`config.mk`:
```
export PLATFORM = sky130hd
export DESIGN_NAME = inst_fetch_flat
export DESIGN_NICKNAME = d
export VERILOG_FILES = /design/src/rtl/inst_fetch_if.sv /design/src/rtl/inst_fetch.sv /design/src/flat_wrapper.sv
export SDC_FILE = /design/constraint.sdc
export NUM_CORES = 1
export LEC_CHECK = 0
export CAP_MARGIN = 20
export CORE_MARGIN = 8
export CORE_UTILIZATION = 45
export DETAILED_ROUTE_END_ITERATION = 7
export GPL_ROUTABILITY_DRIVEN = 0
export PLACE_DENSITY_LB_ADDON = 0.05
export REMOVE_ABC_BUFFERS = 1
export SETUP_SLACK_MARGIN = 0.05
export SYNTH_ARGS = -nofsm -noshare
export SYNTH_HDL_FRONTEND = slang
export SYNTH_SLANG_ARGS = --single-unit
```
`constraint.sdc`:
```
create_clock -name clk -period 3.52 [get_ports clk]
set_input_delay 0.528 -clock clk [delete_from_list [all_inputs] [get_ports clk]]
set_output_delay 0.528 -clock clk [all_outputs]
set_load 0.01 [all_outputs]
```
`src/rtl/inst_fetch_if.sv`:
```
// Instruction-fetch bus bundle.
// Groups the ROM fetch port, the redirect inputs and the IF/ID valid/ready port of
// inst_fetch. Signal names keep their direction suffix as seen from the fetch unit.
//   master : the fetch unit (inst_fetch)
//   slave  : the environment (ROM, redirect sources, IF/ID consumer)
// Signals:
//   flush_i / new_pc_i                 exception/ERET redirect and its target
//   branch_flag_i / branch_target_i    taken branch/jump redirect and its target
//   rom_inst_i                         ROM word for pc_o, valid in the same cycle
//   pc_o / ce_o                        ROM fetch address and chip enable
//   id_valid_o / id_ready_i            IF/ID handshake for the FIFO head
//   id_pc_o / id_inst_o                head entry PC and instruction
//   count_o                            occupied prefetch entries
interface inst_fetch_if #(
  parameter int unsigned DEPTH = 4
);
  localparam int unsigned CW = $clog2(DEPTH) + 1;

  logic          flush_i;
  logic [31:0]   new_pc_i;
  logic          branch_flag_i;
  logic [31:0]   branch_target_i;
  logic [31:0]   rom_inst_i;
  logic [31:0]   pc_o;
  logic          ce_o;
  logic          id_valid_o;
  logic          id_ready_i;
  logic [31:0]   id_pc_o;
  logic [31:0]   id_inst_o;
  logic [CW-1:0] count_o;

  modport master (
    input  flush_i, new_pc_i, branch_flag_i, branch_target_i, rom_inst_i, id_ready_i,
    output pc_o, ce_o, id_valid_o, id_pc_o, id_inst_o, count_o
  );

  modport slave (
    output flush_i, new_pc_i, branch_flag_i, branch_target_i, rom_inst_i, id_ready_i,
    input  pc_o, ce_o, id_valid_o, id_pc_o, id_inst_o, count_o
  );
endinterface

```
`src/rtl/inst_fetch.sv`:
```
// Instruction-fetch front end.
// Drives pc/ce to a combinational instruction ROM, captures each returned word with
// its PC into a DEPTH-entry prefetch FIFO and presents the head entry to IF/ID over
// valid/ready. A flush or taken branch redirects the PC and discards queued fetches.
// Ports:
//   clk  in  clock, rising edge
//   rst  in  asynchronous active-high reset
//   bus  inst_fetch_if.master (ROM port, redirect inputs, IF/ID port, count)
// Parameters:
//   DEPTH     prefetch FIFO entries, power of 2, >= 2
//   RESET_PC  word-aligned fetch address after reset
module inst_fetch #(
  parameter int unsigned DEPTH    = 4,
  parameter logic [31:0] RESET_PC = 32'h0
) (
  input logic          clk,
  input logic          rst,
  inst_fetch_if.master bus
);

  localparam int unsigned   AW         = $clog2(DEPTH);
  localparam int unsigned   CW         = $clog2(DEPTH) + 1;
  localparam logic [CW-1:0] FULL_COUNT = CW'(DEPTH);

  // StIdle holds ce low for the first edge after reset, StRun fetches forever.
  typedef enum logic [0:0] {StIdle, StRun} state_e;

  state_e        r_state;
  state_e        w_state_next;
  logic          w_ce;

  logic [31:0]   r_pc;
  logic [31:0]   w_pc_next;
  logic [CW-1:0] r_count;
  logic [CW-1:0] w_count_next;
  logic [AW-1:0] r_rptr;
  logic [AW-1:0] r_wptr;
  logic [AW-1:0] w_rptr_next;
  logic [AW-1:0] w_wptr_next;

  logic [31:0]   r_mem_pc   [DEPTH];
  logic [31:0]   r_mem_inst [DEPTH];

  logic          w_redirect;
  logic [31:0]   w_redirect_pc;
  logic          w_not_empty;
  logic          w_pop;
  logic          w_push;

  // ---------------------------------------------------------------------------
  // Startup FSM
  // ---------------------------------------------------------------------------
  always_ff @(posedge clk or posedge rst) begin
    if (rst) begin
      r_state <= StIdle;
    end else begin
      r_state <= w_state_next;
    end
  end

  always_comb begin
    w_state_next = r_state;
    w_ce         = 1'b0;
    unique case (r_state)
      StIdle: begin
        w_state_next = StRun;
      end
      StRun: begin
        w_ce = 1'b1;
      end
      default: begin
        w_state_next = StIdle;
      end
    endcase
  end

  // ---------------------------------------------------------------------------
  // Handshake and redirect decode
  // ---------------------------------------------------------------------------
  always_comb begin
    w_redirect    = bus.flush_i | bus.branch_flag_i;
    // Flush outranks branch; targets are forced word aligned.
    w_redirect_pc = bus.flush_i ? bus.new_pc_i : bus.branch_target_i;
    w_redirect_pc = {w_redirect_pc[31:2], 2'b00};
    w_not_empty   = (r_count != '0);
    w_pop         = w_not_empty & bus.id_ready_i;
    // A pop frees the head slot this same edge, so a full FIFO can still accept.
    w_push        = w_ce & ~w_redirect & ((r_count < FULL_COUNT) | w_pop);
  end

  // ---------------------------------------------------------------------------
  // Next-state for PC, pointers and occupancy
  // ---------------------------------------------------------------------------
  always_comb begin
    w_pc_next    = r_pc;
    w_count_next = r_count;
    w_rptr_next  = r_rptr;
    w_wptr_next  = r_wptr;

    if (w_redirect) begin
      // A pop in this cycle is discarded along with every other queued entry.
      w_pc_next    = w_redirect_pc;
      w_count_next = '0;
      w_rptr_next  = '0;
      w_wptr_next  = '0;
    end else begin
      if (w_push) begin
        w_pc_next   = r_pc + 32'd4;
        w_wptr_next = r_wptr + 1'b1;
      end
      if (w_pop) begin
        w_rptr_next = r_rptr + 1'b1;
      end
      unique case ({w_push, w_pop})
        2'b10:   w_count_next = r_count + 1'b1;
        2'b01:   w_count_next = r_count - 1'b1;
        default: w_count_next = r_count;
      endcase
    end
  end

  always_ff @(posedge clk or posedge rst) begin
    if (rst) begin
      r_pc    <= RESET_PC;
      r_count <= '0;
      r_rptr  <= '0;
      r_wptr  <= '0;
    end else begin
      r_pc    <= w_pc_next;
      r_count <= w_count_next;
      r_rptr  <= w_rptr_next;
      r_wptr  <= w_wptr_next;
    end
  end

  // Storage needs no reset: occupancy alone decides what is visible.
  always_ff @(posedge clk) begin
    if (w_push) begin
      r_mem_pc[r_wptr]   <= r_pc;
      r_mem_inst[r_wptr] <= bus.rom_inst_i;
    end
  end

  // ---------------------------------------------------------------------------
  // Outputs
  // ---------------------------------------------------------------------------
  assign bus.pc_o       = r_pc;
  assign bus.ce_o       = w_ce;
  assign bus.count_o    = r_count;
  assign bus.id_valid_o = w_not_empty;
  assign bus.id_pc_o    = w_not_empty ? r_mem_pc[r_rptr] : 32'h0;
  assign bus.id_inst_o  = w_not_empty ? r_mem_inst[r_rptr] : 32'h0;

endmodule

```
`src/flat_wrapper.sv`:
```
// flat-port wrapper written by rule: the top's interface ports become plain ports
module inst_fetch_flat 
#(
  parameter int unsigned DEPTH    = 4,
  parameter logic [31:0] RESET_PC = 32'h0
)
  (clk, rst, bus_flush_i, bus_new_pc_i, bus_branch_flag_i, bus_branch_target_i, bus_rom_inst_i, bus_id_ready_i, bus_pc_o, bus_ce_o, bus_id_valid_o, bus_id_pc_o, bus_id_inst_o, bus_count_o);
  inst_fetch_if #(.DEPTH(DEPTH)) bus_i ();
  input logic clk;
  input logic rst;
  input wire logic [$bits(bus_i.flush_i)-1:0] bus_flush_i;
  input wire logic [$bits(bus_i.new_pc_i)-1:0] bus_new_pc_i;
  input wire logic [$bits(bus_i.branch_flag_i)-1:0] bus_branch_flag_i;
  input wire logic [$bits(bus_i.branch_target_i)-1:0] bus_branch_target_i;
  input wire logic [$bits(bus_i.rom_inst_i)-1:0] bus_rom_inst_i;
  input wire logic [$bits(bus_i.id_ready_i)-1:0] bus_id_ready_i;
  output wire logic [$bits(bus_i.pc_o)-1:0] bus_pc_o;
  output wire logic [$bits(bus_i.ce_o)-1:0] bus_ce_o;
  output wire logic [$bits(bus_i.id_valid_o)-1:0] bus_id_valid_o;
  output wire logic [$bits(bus_i.id_pc_o)-1:0] bus_id_pc_o;
  output wire logic [$bits(bus_i.id_inst_o)-1:0] bus_id_inst_o;
  output wire logic [$bits(bus_i.count_o)-1:0] bus_count_o;
  assign bus_i.flush_i = bus_flush_i;
  assign bus_i.new_pc_i = bus_new_pc_i;
  assign bus_i.branch_flag_i = bus_branch_flag_i;
  assign bus_i.branch_target_i = bus_branch_target_i;
  assign bus_i.rom_inst_i = bus_rom_inst_i;
  assign bus_i.id_ready_i = bus_id_ready_i;
  assign bus_pc_o = bus_i.pc_o;
  assign bus_ce_o = bus_i.ce_o;
  assign bus_id_valid_o = bus_i.id_valid_o;
  assign bus_id_pc_o = bus_i.id_pc_o;
  assign bus_id_inst_o = bus_i.id_inst_o;
  assign bus_count_o = bus_i.count_o;
  inst_fetch #(.DEPTH(DEPTH), .RESET_PC(RESET_PC)) u_core (.clk(clk), .rst(rst), .bus(bus_i));
endmodule
```
# Word-level counts from Yosys, hierarchy flattened
# Memory sizes are Yosys's and may differ from the RTL's.
# Index checks and enable logic that the tools add are counted.
dict set report totals {
  regBits 40
  out_inout_bits 101
  word_cells 39
  ram_bits 256
  memories 2
}
dict set report classes {
  n_eq_ne 2
  order_cmp 1
  n_reduce_logical 4
  addsub 5
  bitwise 6
  muxes 14
}
# memory depth width read_ports rd_clocked_by_memory_dff wr line_no
set mem_list {}
lappend mem_list {u_core.r_mem_inst 4 32 1 0 1 inst_fetch.sv:42} ;# logic [31:0] r_mem_inst [DEPTH];
lappend mem_list {u_core.r_mem_pc 4 32 1 0 1 inst_fetch.sv:41} ;# logic [31:0] r_mem_pc [DEPTH];
# op count
set op_table {}
lappend op_table {{$mux W32} 5}
lappend op_table {{$add A32 B3 Y32 const B} 1}
lappend op_table {{$mux W2} 4}
lappend op_table {{$pmux W3 S2} 1}
lappend op_table {{$reduce_bool A3 Y1} 2}
lappend op_table {{$add A2 B1 Y2 const B} 2}
lappend op_table {{$reduce_bool A2 Y1} 2}
lappend op_table {{$add A3 B1 Y3 const B} 1}
lappend op_table {{$and A1 B1 Y1} 3}
lappend op_table {{$lt A3 B3 Y1 const B} 1}
lappend op_table {{$mux W1} 3}
lappend op_table {{$mux W3} 1}
lappend op_table {{$sub A3 B1 Y3 const B} 1}
lappend op_table {{$eq A2 B1 Y1 const B} 1}
lappend op_table {{$eq A2 B2 Y1 const B} 1}
lappend op_table {{$or A1 B1 Y1} 2}
lappend op_table {{$not A1 Y1} 1}

# Logic depth before layout (Yosys ltp)
# Gate-level depths: netlist of the first run.
dict set report depth {
  ltp_word 7
  depth_mapped 9
  ltp_nobuf 7
}

# Worst setup path after synthesis of the first run
# No wires, ideal clock.
dict set report synth_path {
  kind {input -> register}
  start {input bus_branch_flag_i}
  end {memory u_core.r_mem_inst[0][0] (enable)}
  arrival_time_ns 2.915
  path_slack_ns 0.178
  stages 5
  t_required_ns 3.093
  path_buffers 3
  setup_time_ns 0.427
  cell_sequence {clkbuf_1 > nor2_1 > clkbuf_1 > clkbuf_1 > and3_1}
}
dict set report synth_between {
  elab_chain_cells 6
}
# item line_no
set synth_rtl {}
lappend synth_rtl {{start, declared} flat_wrapper.sv:13} ;# input wire logic [$bits(bus_i.branch_flag_i)-1:0] bus_branch_flag_i;
lappend synth_rtl {{$or A1 B1 Y1} inst_fetch.sv:81} ;# w_redirect = bus.flush_i | bus.branch_flag_i;
lappend synth_rtl {{$not A1 Y1} inst_fetch.sv:88} ;# w_push = w_ce & ~w_redirect & ((r_count < FULL_COUNT) | w_pop);
lappend synth_rtl {{$and A1 B1 Y1 (2 in series)} inst_fetch.sv:88}
lappend synth_rtl {{$mux W1} inst_fetch.sv:138} ;# if (w_push) begin
lappend synth_rtl {{$mux W1 (not written as such)} inst_fetch.sv:140} ;# r_mem_inst[r_wptr] <= bus.rom_inst_i;
lappend synth_rtl {{end, declared} inst_fetch.sv:42}
# No other way between the ends.

# Worst setup path in the final report of the first run
dict set report layout_path {
  start {register u_core.r_rptr[0]}
  end {output bus_id_inst_o[5]}
}
dict set report layout_between {
  elab_chain_cells 2
}
# item line_no
set layout_rtl {}
lappend layout_rtl {{start, declared} inst_fetch.sv:36} ;# logic [AW-1:0] r_rptr;
lappend layout_rtl {{start signal, assigned} inst_fetch.sv:131} ;# r_rptr <= w_rptr_next;
lappend layout_rtl {{$mem_v2 Z4 W32} --}
lappend layout_rtl {{$mux W32} inst_fetch.sv:152} ;# assign bus.id_inst_o = w_not_empty ? r_mem_inst[r_rptr] : 32'h0;
lappend layout_rtl {{end, declared} flat_wrapper.sv:21} ;# output wire logic [$bits(bus_i.id_inst_o)-1:0] bus_id_inst_o;
# No other way between the ends.

==> metrics.md, run 1 <==
| Metric | Value |
|---|---|
| Status | complete, no violations |
| H-tree levels | 1 |
| Crit path capture type | output pin |
| Final setup fails | 0 |
| Hold Violations, Final | 0 |
| Core area | around 26,000 µm² |
| Drt first pass iters | 5 |
| Clock sinks | between 200 and 300 |
| Setup Crit Path Kind | reg -> out |
| Hold Path Class | in -> async |
| Leak | roughly 5.1 nW |
| Post-synthesis simple-gate area fraction | between 8 and 9% |
| CP Data Required Time | 2.99 ns |
| Worst Setup SP | u_core.r_rptr[0] |
| CP Data Arrival Time | around 2.7 ns |
| DIE WIDTH | about 180 µm |
| Post-CTS Resized | 0 |
| Post-Synth XOR/XNOR Area | slightly above 2% |
| Die H | between 150 and 200 µm |
| Fill count | approximately 2,000 |
| DR vias | around 6,800 |
| Max Root-Sink Buffers | 3 |
| Post-synth cell types | 47 |
| Max FO, Critical Path | 13 |
| TritonCTS buffer count | 30 |
| Post-Syn Area | approximately 12,000 µm² |
| Worst Tran Pin Value | 0.516 ns |
| Antenna violations before repair | 1 |
| Storage cell area | roughly 8400 µm² |
| Min Tclk post-route | 3.25 ns |
| Total congestion overflow | 0 |
| Clk_skew | 0.0104 ns |
| DPL Wire Length | between 15 and 20 mm |
| Detailed-route DRC error count | 0 |
| Average vias per placed instance | ~5.4 |
| Post-synthesis mux area share | about an eighth |
| Most common cell after layout, fill and taps aside | edfxtp_1 |
| Drt total wl | around 27 mm |
| Area Growth Syn to Fin | 29.5% |
| Power Density | 507 nW/µm² |
| CTS tree | built |
| Flops & latches, synth | approximately 290 |
| CTS clk-pin slew, worst paths | approximately 0.06 ns |
| Post-synth top flop | edfxtp_1 |
| Routed length per placed instance | 21.4 µm |
| First-pass GRT wire length | just over 40 mm |
| Setup bufs post-CTS | 0 |
| Area occupied by multi-input gates | 3280 µm² |
| Asr flop ratio synth | roughly an eighth |
| Synth Instances | 683 |
| Worst-Skew Late Latency | 0.54 ns |
| Period utilization | between 90% and 100% |
| Commonest non-fill, non-tap cells in the layout | edfxtp_1 (248), clkdlybuf4s50_1 (193), and2_1 (65), mux4_2 (62), dfrtp_1 (36) |
| Power, Total | about 8 mW |
| Worst Setup Start Kind | flop |
| Max Slew Vio Count | 0 |
| Main combinational cell family by area after synthesis | multiplexers |
| Post-synthesis adder-cell area fraction | 0.696% |
| Layout Nets | between 900 and 1,000 |
| Largest net degree at the start of global routing | 63 |
| Clock root cell | clkbuf_16 |
| Die footprint | ~32,000 µm² |
| Number of max-cap violations | 0 |
| Max Clk Rate | between 0.3 and 0.4 GHz |
| Num ports | 202 |
| Ys Warns | 0 |
| Post-synth EDFFs | around 250 |
| Antenna Diode Count | 0 |
| Layout cell share with drive strength beyond 1 | around 16% |
| Relative slew slack | 65.6% |
| Avg Synthesized Cell Area | approximately 17 µm² |
| Num rows | ~60 |
| Compound-Gate Fraction of Synth Area | ~3.3% |
| Worst hold slack | roughly 0.43 ns |
| RSZ-0062 raised after global routing | no |
| R2R Path Start | u_core.bus.count_o[1] |
| GRT Util Overall | between 10% and 20% |
| Antenna-violating nets left | 0 |
| Sequential share of the synthesized area | 70.8% |
| Vias in the first global route | 7,312 |
| Initial DRC count | ~380 |
| Flop2flop setup slack | 0.76 ns |
| Initial core utilization | 45.6% |
| Worst VDD drop | roughly 360 µV |
| PortBufs | 193 |
| Post-CTS Hold Fix Bufs | 0 |
==> worst max-delay path, stage by stage (launching register included) <==
cell             delay, ns
dfrtp_4               0.62
buf_4                 0.35
mux4_2                0.56
and2_1                0.18
clkdlybuf4s50_1       0.47
==> final timing paths <==
path / endpoint / cells past startpoint
max: bus_id_inst_o[5] / 4
min: u_core.bus.pc_o[9] / 3
max reg2reg: u_core.bus.count_o[2] / 8
min reg2reg: u_core.r_wptr[1] / 2
max in group asynchronous: u_core.r_rptr[1] / 3
min in group clk: u_core.bus.pc_o[2] / 3
==> kinds of logic after synthesis <==
group | count (synthesis)
AO/OA/AOI/OAI | 63
XOR/XNOR | 28
adder cells (fa/ha/maj) | 6
buffers and inverters | 51
flip-flops | 286
multiplexers | 73
other | 2
AND/OR/NAND/NOR | 174
==> state kept, by name, summed over array words and instances, names as in the netlist <==
name	count
u_core.r_mem_inst	128
u_core.r_mem_pc	120
u_core.bus.pc_o	30
u_core.bus.count_o	3
u_core.r_rptr	2
u_core.r_wptr	2
u_core.r_state	1
==> layer usage <==
metal	up-vias	share of wire, %	GRT usage [%]
met5	-	0	0
met4	0	1.5	3.72
met3	36	7.4	4.15
met2	210	48	28.0
met1	3422	43	22.4
li1	3090	-	-
==> cells in the mapped netlist, drive strengths merged, types with 2 or more instances <==
master,instances,area (µm²)
a211oi,7,52.6
a21oi,19,95.1
a221o,2,20.0
a22oi,7,52.6
and2,66,414
and3,7,45.1
and4,3,31.3
buf,18,96.3
clkbuf,24,90.1
conb,2,7.51
dfrtp,38,951
edfxtp,248,7450
ha,5,62.6
inv,8,30.0
mux2i,10,100
mux4,62,1400
nand2,26,97.6
nand2b,2,12.5
nand3,8,40.0
nand4,8,56.3
nor2,17,63.8
nor2b,9,56.3
nor3,14,70.1
nor3b,3,22.5
nor4,5,37.5
o21ai,13,65.1
o221ai,3,26.3
o22ai,10,62.6
or2,2,12.5
or4,2,15.0
xnor2,24,210
xor2,4,35.0
==> metrics by stage <==
stage               instance area [µm²]  setup slack [ns]  std cells  util (%)  setup TNS, ns
global placement                  14300             0.774       1194      55.2              0
global route                      15400             0.130       1250      59.1              0
detailed placement                14300             0.714       1194      55.2              0
floorplan                         11700            -0.371        644         -         -23.01
finish                            15400             0.273       1250      59.1              0
CTS                               15400             0.199       1250      59.1              0
==> layout make-up <==
type	count	area share, %
Clock buffer	41	5.75
Clock inverter	15	0.961
Inverter	9	0.220
Multi-Input combinational cell	349	21.3
Sequential cell	286	54.7
Tap cell	335	2.73
Timing Repair Buffer	215	14.3
==> power by group <==
part	internal (mW)	leakage (nW)	switching, mW
clock network	1.96	0.514	1.23
registers	3.78	2.69	0.108
logic	0.394	1.86	0.311
No activity file was read; power rests on OpenSTA's default activity.
==> inputs of run 2 (changes only) <==
CELL_PAD_IN_SITES_DETAIL_PLACEMENT = 0   (was unset)
CELL_PAD_IN_SITES_GLOBAL_PLACEMENT = 1   (was unset)
==> metrics.md, run 2 (synthesis results as in run 1) <==
| Metric | Value |
|---|---|
| Status | complete, no violations (unchanged) |
| Drt total wl | 26.8 mm (about the same) |
| Period utilization | 93.3% (was 92.2%) |
| Post-route cell area | 15,200 µm² (was 15,400 µm²) |
| DR vias | 6,697 (was 6,758) |
| Post-CTS Hold Fix Bufs | 0 (unchanged) |
| Num ports | 202 (unchanged) |
| Worst Setup Start Kind | flop (unchanged) |
| Hold Violations, Final | 0 (unchanged) |
| Clk_skew | 0.00888 ns (was 0.0104 ns) |
| Dpl cell area | 14,300 µm² (about the same) |
| H-tree levels | 1 (unchanged) |
| Worst path slowest cell | dfrtp_4 (unchanged) |
| Max FO, Critical Path | 20 (was 13) |
| Number of max-cap violations | 0 (unchanged) |
| Setup slack after layout | 0.238 ns (was 0.273 ns) |
| Max reg flops | 128 (unchanged) |
| CTS tree | built (unchanged) |
| Initial DRC count | 299 (was 382) |
| Worst-path cell chain | buf_4 > mux4_2 > and2_1 > clkdlybuf4s50_1 (unchanged) |
| Antenna violations before repair | 0 (was 1) |
| Min Tclk post-route | 3.28 ns (was 3.25 ns) |
| Vias in the first global route | 7,274 (was 7,312) |
| Setup_tns | 0 ns (unchanged) |
| Leak | 4.99 nW (was 5.07 nW) |
| Sequential Power Share | 51.6% (was 49.9%) |
| Worst Tran Pin Value | 0.573 ns (was 0.516 ns) |
| Antenna-violating nets left | 0 (unchanged) |
| Routed length per placed instance | 21.5 µm (was 21.4 µm) |
| DPL Wire Length | 17.7 mm (about the same) |
| Layout cell share with drive strength beyond 1 | 15.8% (was 16.4%) |
| Max Slew Vio Count | 0 (unchanged) |
| Total congestion overflow | 0 (unchanged) |
| Drt first pass iters | 5 (unchanged) |
| Family with the most delay on the worst path | buffers and inverters (unchanged) |
| CP Data Required Time | 2.99 ns (about the same) |
| Final setup fails | 0 (unchanged) |
| Clock root cell | clkbuf_16 (unchanged) |
| GRT Util Overall | 16.8% (was 16.9%) |
| Worst hold slack | 0.428 ns (about the same) |
| Critical path buffers and inverters | 2 (unchanged) |
| Num rows | 59 (unchanged) |
| Fin cells | 1,247 (was 1,250) |
| Area Growth Syn to Fin | 28.3% (was 29.5%) |
| PortBufs | 193 (unchanged) |
| Setup bufs post-CTS | 0 (unchanged) |
| Detailed-route DRC error count | 0 (unchanged) |
| Average vias per placed instance | 5.37 (was 5.41) |
| Die H | 178 µm (unchanged) |
| Die footprint | 31,800 µm² (unchanged) |
| Power Density | 495 nW/µm² (was 507 nW/µm²) |
| Max Clk Rate | 0.305 GHz (was 0.308 GHz) |
| Worst-Skew Late Latency | 0.53 ns (was 0.54 ns) |
| DP Cell Count | 1,194 (unchanged) |
| Post-CTS Resized | 0 (unchanged) |
| Max Root-Sink Buffers | 3 (unchanged) |
| Clock sinks | 286 (unchanged) |
| Crit path capture type | output pin (unchanged) |
| Most common cell after layout, fill and taps aside | edfxtp_1 (unchanged) |
| Antenna Diode Count | 0 (unchanged) |
| CTS clk-pin slew, worst paths | 0.06 ns (about the same) |
| CP Data Arrival Time | 2.75 ns (was 2.72 ns) |
| Setup Crit Path Kind | reg -> out (unchanged) |
| TritonCTS buffer count | 29 (was 30) |
| Logic pwr share | 9.3% (was 9.0%) |
| Pint | 5.90 mW (was 6.14 mW) |
| Layout Nets | 997 (was 998) |
| Sw Pwr | 1.64 mW (was 1.65 mW) |
| Core area | 26,000 µm² (unchanged) |
| Largest Register | u_core.r_mem_inst (unchanged) |
| First-pass GRT wire length | 41.3 mm (was 41.6 mm) |
| Worst slack at placement | 0.666 ns (was 0.714 ns) |
| Max stage delay on crit path | 0.71 ns (was 0.62 ns) |
| Relative slew slack | 61.8% (was 65.6%) |
| RSZ-0062 raised after global routing | no (unchanged) |
| Commonest non-fill, non-tap cells in the layout | edfxtp_1 (248), clkdlybuf4s50_1 (193), and2_1 (65), mux4_2 (62), dfrtp_1 (36) (unchanged) |
| Initial core utilization | 45.6% (unchanged) |
| Largest net degree at the start of global routing | 62 (was 63) |
| Worst VDD drop | 413 µV (was 356 µV) |
| Clock share of power | 39.0% (was 41.0%) |
| Hold Path Class | in -> async (unchanged) |
| DIE WIDTH | 178 µm (unchanged) |
| Switch share | 21.7% (was 21.2%) |
-- run 2: cell types whose count changed in the layout (fill, tap and decap cells not counted) --
cell / change
buf_12: -3
buf_4: +3
clkbuf_16: -2
clkbuf_8: -7
clkinv_1: +3
clkinvlp_4: +3
-- run 2: per-layer routing --
layer	GRT usage (%)	wire, µm	vias to the layer above
met2	27.2	12700	208
met4	3.31	333	0
met3	4.30	1920	28
met1	22.7	11800	3390
met5	0	0	-
li1	-	-	3071
-- run 2: power by group through the flow --
stage	logic (mW)	registers [mW]	clock network (mW)
after floorplan	0.271	3.95	0
after global placement	0.708	3.95	0
after detailed placement	0.716	3.96	0
after CTS	0.719	3.89	3.02
after global routing	0.762	3.91	3.15
final	0.703	3.89	2.94
-- run 2: layout make-up --
class | count | area (µm²)
well taps | 335 | 419
clock buffers | 32 | 737
clock inverters | 21 | 181
multi-input cells | 349 | 3280
flip-flops and latches | 286 | 8410
fillers | 2023 | 10800
inverters | 9 | 33.8
repair buffers | 215 | 2160
-- run 2: per-stage QoR --
step,util [%],total power [mW]
detailed placement,55.0,4.68
global placement,55.0,4.66
finish,58.5,7.54
global route,58.5,7.82
floorplan,-,4.22
CTS,58.5,7.63
-- run 2: path summary, 6_finish.rpt --
check	startpoint	endpoint	slack, ns	cells after the start
worst max-delay path	u_core.r_rptr[0]	bus_id_pc_o[2]	0.24	4
worst min-delay path	rst	u_core.bus.pc_o[11]	0.43	3
worst max register to register	u_core.bus.count_o[0]	u_core.bus.count_o[2]	1.09	7
worst min register to register	u_core.r_wptr[1]	u_core.r_wptr[1]	0.58	2
max in group asynchronous	rst	u_core.r_rptr[0]	2.70	3
min in group clk	bus_new_pc_i[4]	u_core.bus.pc_o[4]	0.56	3
-- run 2: worst register-to-register path, delay by kind of cell (launching register included) --
kind / cells / cell delay (ns)
simple gates: 3 / 1.15
flops: 1 / 0.44
fa+ha+maj: 1 / 0.44
compound gates: 3 / 0.34
==> inputs of run 3 (changes only) <==
CORE_ASPECT_RATIO = 0.9   (was unset)
==> metrics.md, run 3 (synthesis results as in run 1) <==
| Metric | Value |
|---|---|
| Routed length per placed instance | 21.5 µm (about the same) |
| Average vias per placed instance | 5.28 (was 5.37) |
| Final core utilization | 59.0% (was 58.5%) |
| Worst Setup Start Kind | flop (unchanged) |
| Layout cell share with drive strength beyond 1 | 15.8% (about the same) |
| GRT Util Overall | 16.9% (was 16.8%) |
| Family with the most delay on the worst path | buffers and inverters (unchanged) |
| Relative slew slack | 48.3% (was 61.8%) |
| Period utilization | 92.6% (was 93.3%) |
| Power, Total | 7.62 mW (was 7.54 mW) |
| Min Tclk post-route | 3.26 ns (was 3.28 ns) |
| Dpl cell area | 14,400 µm² (was 14,300 µm²) |
| CTS clk-pin slew, worst paths | 0.06 ns (about the same) |
| Total congestion overflow | 0 (unchanged) |
| Status | complete, no violations (unchanged) |
| CP Data Required Time | 2.99 ns (about the same) |
| Commonest non-fill, non-tap cells in the layout | edfxtp_1 (248), clkdlybuf4s50_1 (193), and2_1 (65), mux4_2 (62), dfrtp_1 (36) (unchanged) |
| Worst Tran Pin Value | 0.774 ns (was 0.573 ns) |
| Most common cell after layout, fill and taps aside | edfxtp_1 (unchanged) |
| Worst slack at placement | 0.770 ns (was 0.666 ns) |
| Die footprint | 31,800 µm² (about the same) |
| Critical Path End | bus_id_pc_o[6] (was bus_id_pc_o[2]) |
| CTS tree | built (unchanged) |
| Post-CTS Resized | 0 (unchanged) |
| Number of max-cap violations | 0 (unchanged) |
| Drt first pass iters | 4 (was 5) |
| Critical R2R Capture | u_core.bus.count_o[2] (unchanged) |
| Final setup fails | 0 (unchanged) |
| Die H | 170 µm (was 178 µm) |
| Setup bufs post-CTS | 0 (unchanged) |
| Power Density | 497 nW/µm² (was 495 nW/µm²) |
| Critical path buffers and inverters | 3 (was 2) |
| Largest Register | u_core.r_mem_inst (unchanged) |
| DR vias | 6,674 (was 6,697) |
| Drt total wl | 27.2 mm (was 26.8 mm) |
| Crit path capture type | output pin (unchanged) |
| Largest net degree at the start of global routing | 35 (was 62) |
| Setup slack after layout | 0.261 ns (was 0.238 ns) |
| CP Data Arrival Time | 2.73 ns (was 2.75 ns) |
| Crit. path cell count | 5 (was 4) |
| Worst hold slack | 0.431 ns (was 0.428 ns) |
| Leak | 5.02 nW (was 4.99 nW) |
| R2R Path Start | u_core.bus.count_o[0] (unchanged) |
| Worst-path cell chain | or3_2 > buf_4 > buf_4 > and2_1 > clkdlybuf4s50_1 (was buf_4 > mux4_2 > and2_1 > clkdlybuf4s50_1) |
| Antenna-violating nets left | 0 (unchanged) |
| H-tree levels | 1 (unchanged) |
| Clk_skew | 0.0105 ns (was 0.00888 ns) |
| DPL Wire Length | 18.2 mm (was 17.7 mm) |
| Worst-Skew Late Latency | 0.55 ns (was 0.53 ns) |
| Max reg flops | 128 (unchanged) |
| Clock sinks | 286 (unchanged) |
| Max FO, Critical Path | 34 (was 20) |
| Worst Setup SP | u_core.bus.count_o[0] (was u_core.r_rptr[0]) |
| Worst path slowest cell | clkdlybuf4s50_1 (was dfrtp_4) |
| R2R cell count | 8 (was 7) |
| Num ports | 202 (unchanged) |
| Num rows | 56 (was 59) |
| Top cell by count, worst path | buf_4 |
| PortBufs | 193 (unchanged) |
| Worst VDD drop | 366 µV (was 413 µV) |
| Post-CTS Hold Fix Bufs | 0 (unchanged) |
| TritonCTS buffer count | 30 (was 29) |
| RSZ-0062 raised after global routing | no (unchanged) |
| Layout Nets | 999 (was 997) |
| Antenna violations before repair | 0 (unchanged) |
| Max Clk Rate | 0.307 GHz (was 0.305 GHz) |
| First-pass GRT wire length | 42.6 mm (was 41.3 mm) |
| Core area | 26,000 µm² (about the same) |
| DIE WIDTH | 187 µm (was 178 µm) |
| Max Slew Vio Count | 0 (unchanged) |
| Area Growth Syn to Fin | 29.4% (was 28.3%) |
| Vias in the first global route | 7,369 (was 7,274) |
| Post-route cell area | 15,300 µm² (was 15,200 µm²) |
| Initial core utilization | 45.6% (about the same) |
| Initial DRC count | 362 (was 299) |
| Detailed-route DRC error count | 0 (unchanged) |
| Hold Path Class | in -> async (unchanged) |
| Flop2flop setup slack | 0.78 ns (was 1.09 ns) |
| Max stage delay on crit path | 0.48 ns (was 0.71 ns) |
| Setup Crit Path Kind | reg -> out (unchanged) |
| Fill count | 1,987 (was 2,023) |
| Clock root cell | clkbuf_16 (unchanged) |
| Antenna Diode Count | 0 (unchanged) |
| Hold Violations, Final | 0 (unchanged) |
| Max Root-Sink Buffers | 3 (unchanged) |
==> run 3: changes by cell type in the layout (fill, tap and decap cells not counted), sizes merged <==
cell	previous run	this run
clkinv	15	17
clkbuf	32	33
buf	22	23
inv	9	8
==> run 3: final cells by class <==
| type | instances | area, µm² | share of cell area (%) |
|---|---|---|---|
| clock buffers | 33 | 762 | 4.97 |
| clock inverters | 22 | 191 | 1.25 |
| inverters | 9 | 33.8 | 0.220 |
| multi-input cells | 349 | 3280 | 21.3 |
| flip-flops and latches | 286 | 8410 | 54.8 |
| well taps | 348 | 435 | 2.84 |
| repair buffers | 216 | 2240 | 14.6 |
==> run 3: routing by layer <==
metal | wire, µm | track usage (%) | vias to the layer above
li1 | - | - | 3088
met5 | 0 | 0 | -
met4 | 322 | 3.38 | 0
met3 | 1860 | 4.46 | 24
met1 | 12100 | 23.0 | 3355
met2 | 13000 | 27.5 | 207
==> run 3: where the power goes <==
group | internal, mW | total, mW | switching [mW]
Clock | 1.77 | 3.02 | 1.25
Sequential | 3.78 | 3.89 | 0.108
Combinational | 0.398 | 0.709 | 0.311
==> run 3: how the worst min path moves through the flow <==
| stage | end | slack [ns] |
|---|---|---|
| floorplan | u_core.r_wptr[1] | 0.54 |
| global placement | u_core.r_wptr[1] | 0.56 |
| detailed placement | u_core.r_wptr[1] | 0.57 |
| CTS | u_core.bus.pc_o[12] | 0.43 |
| global route | u_core.r_rptr[1] | 0.48 |
| finish | u_core.bus.pc_o[15] | 0.43 |
==> run 3: through the flow <==
stage	std cells	setup TNS, ns
after floorplan	644	-23.01
after global placement	1208	0
after detailed placement	1208	0
after CTS	1263	0
after global routing	1263	0
final	1263	0
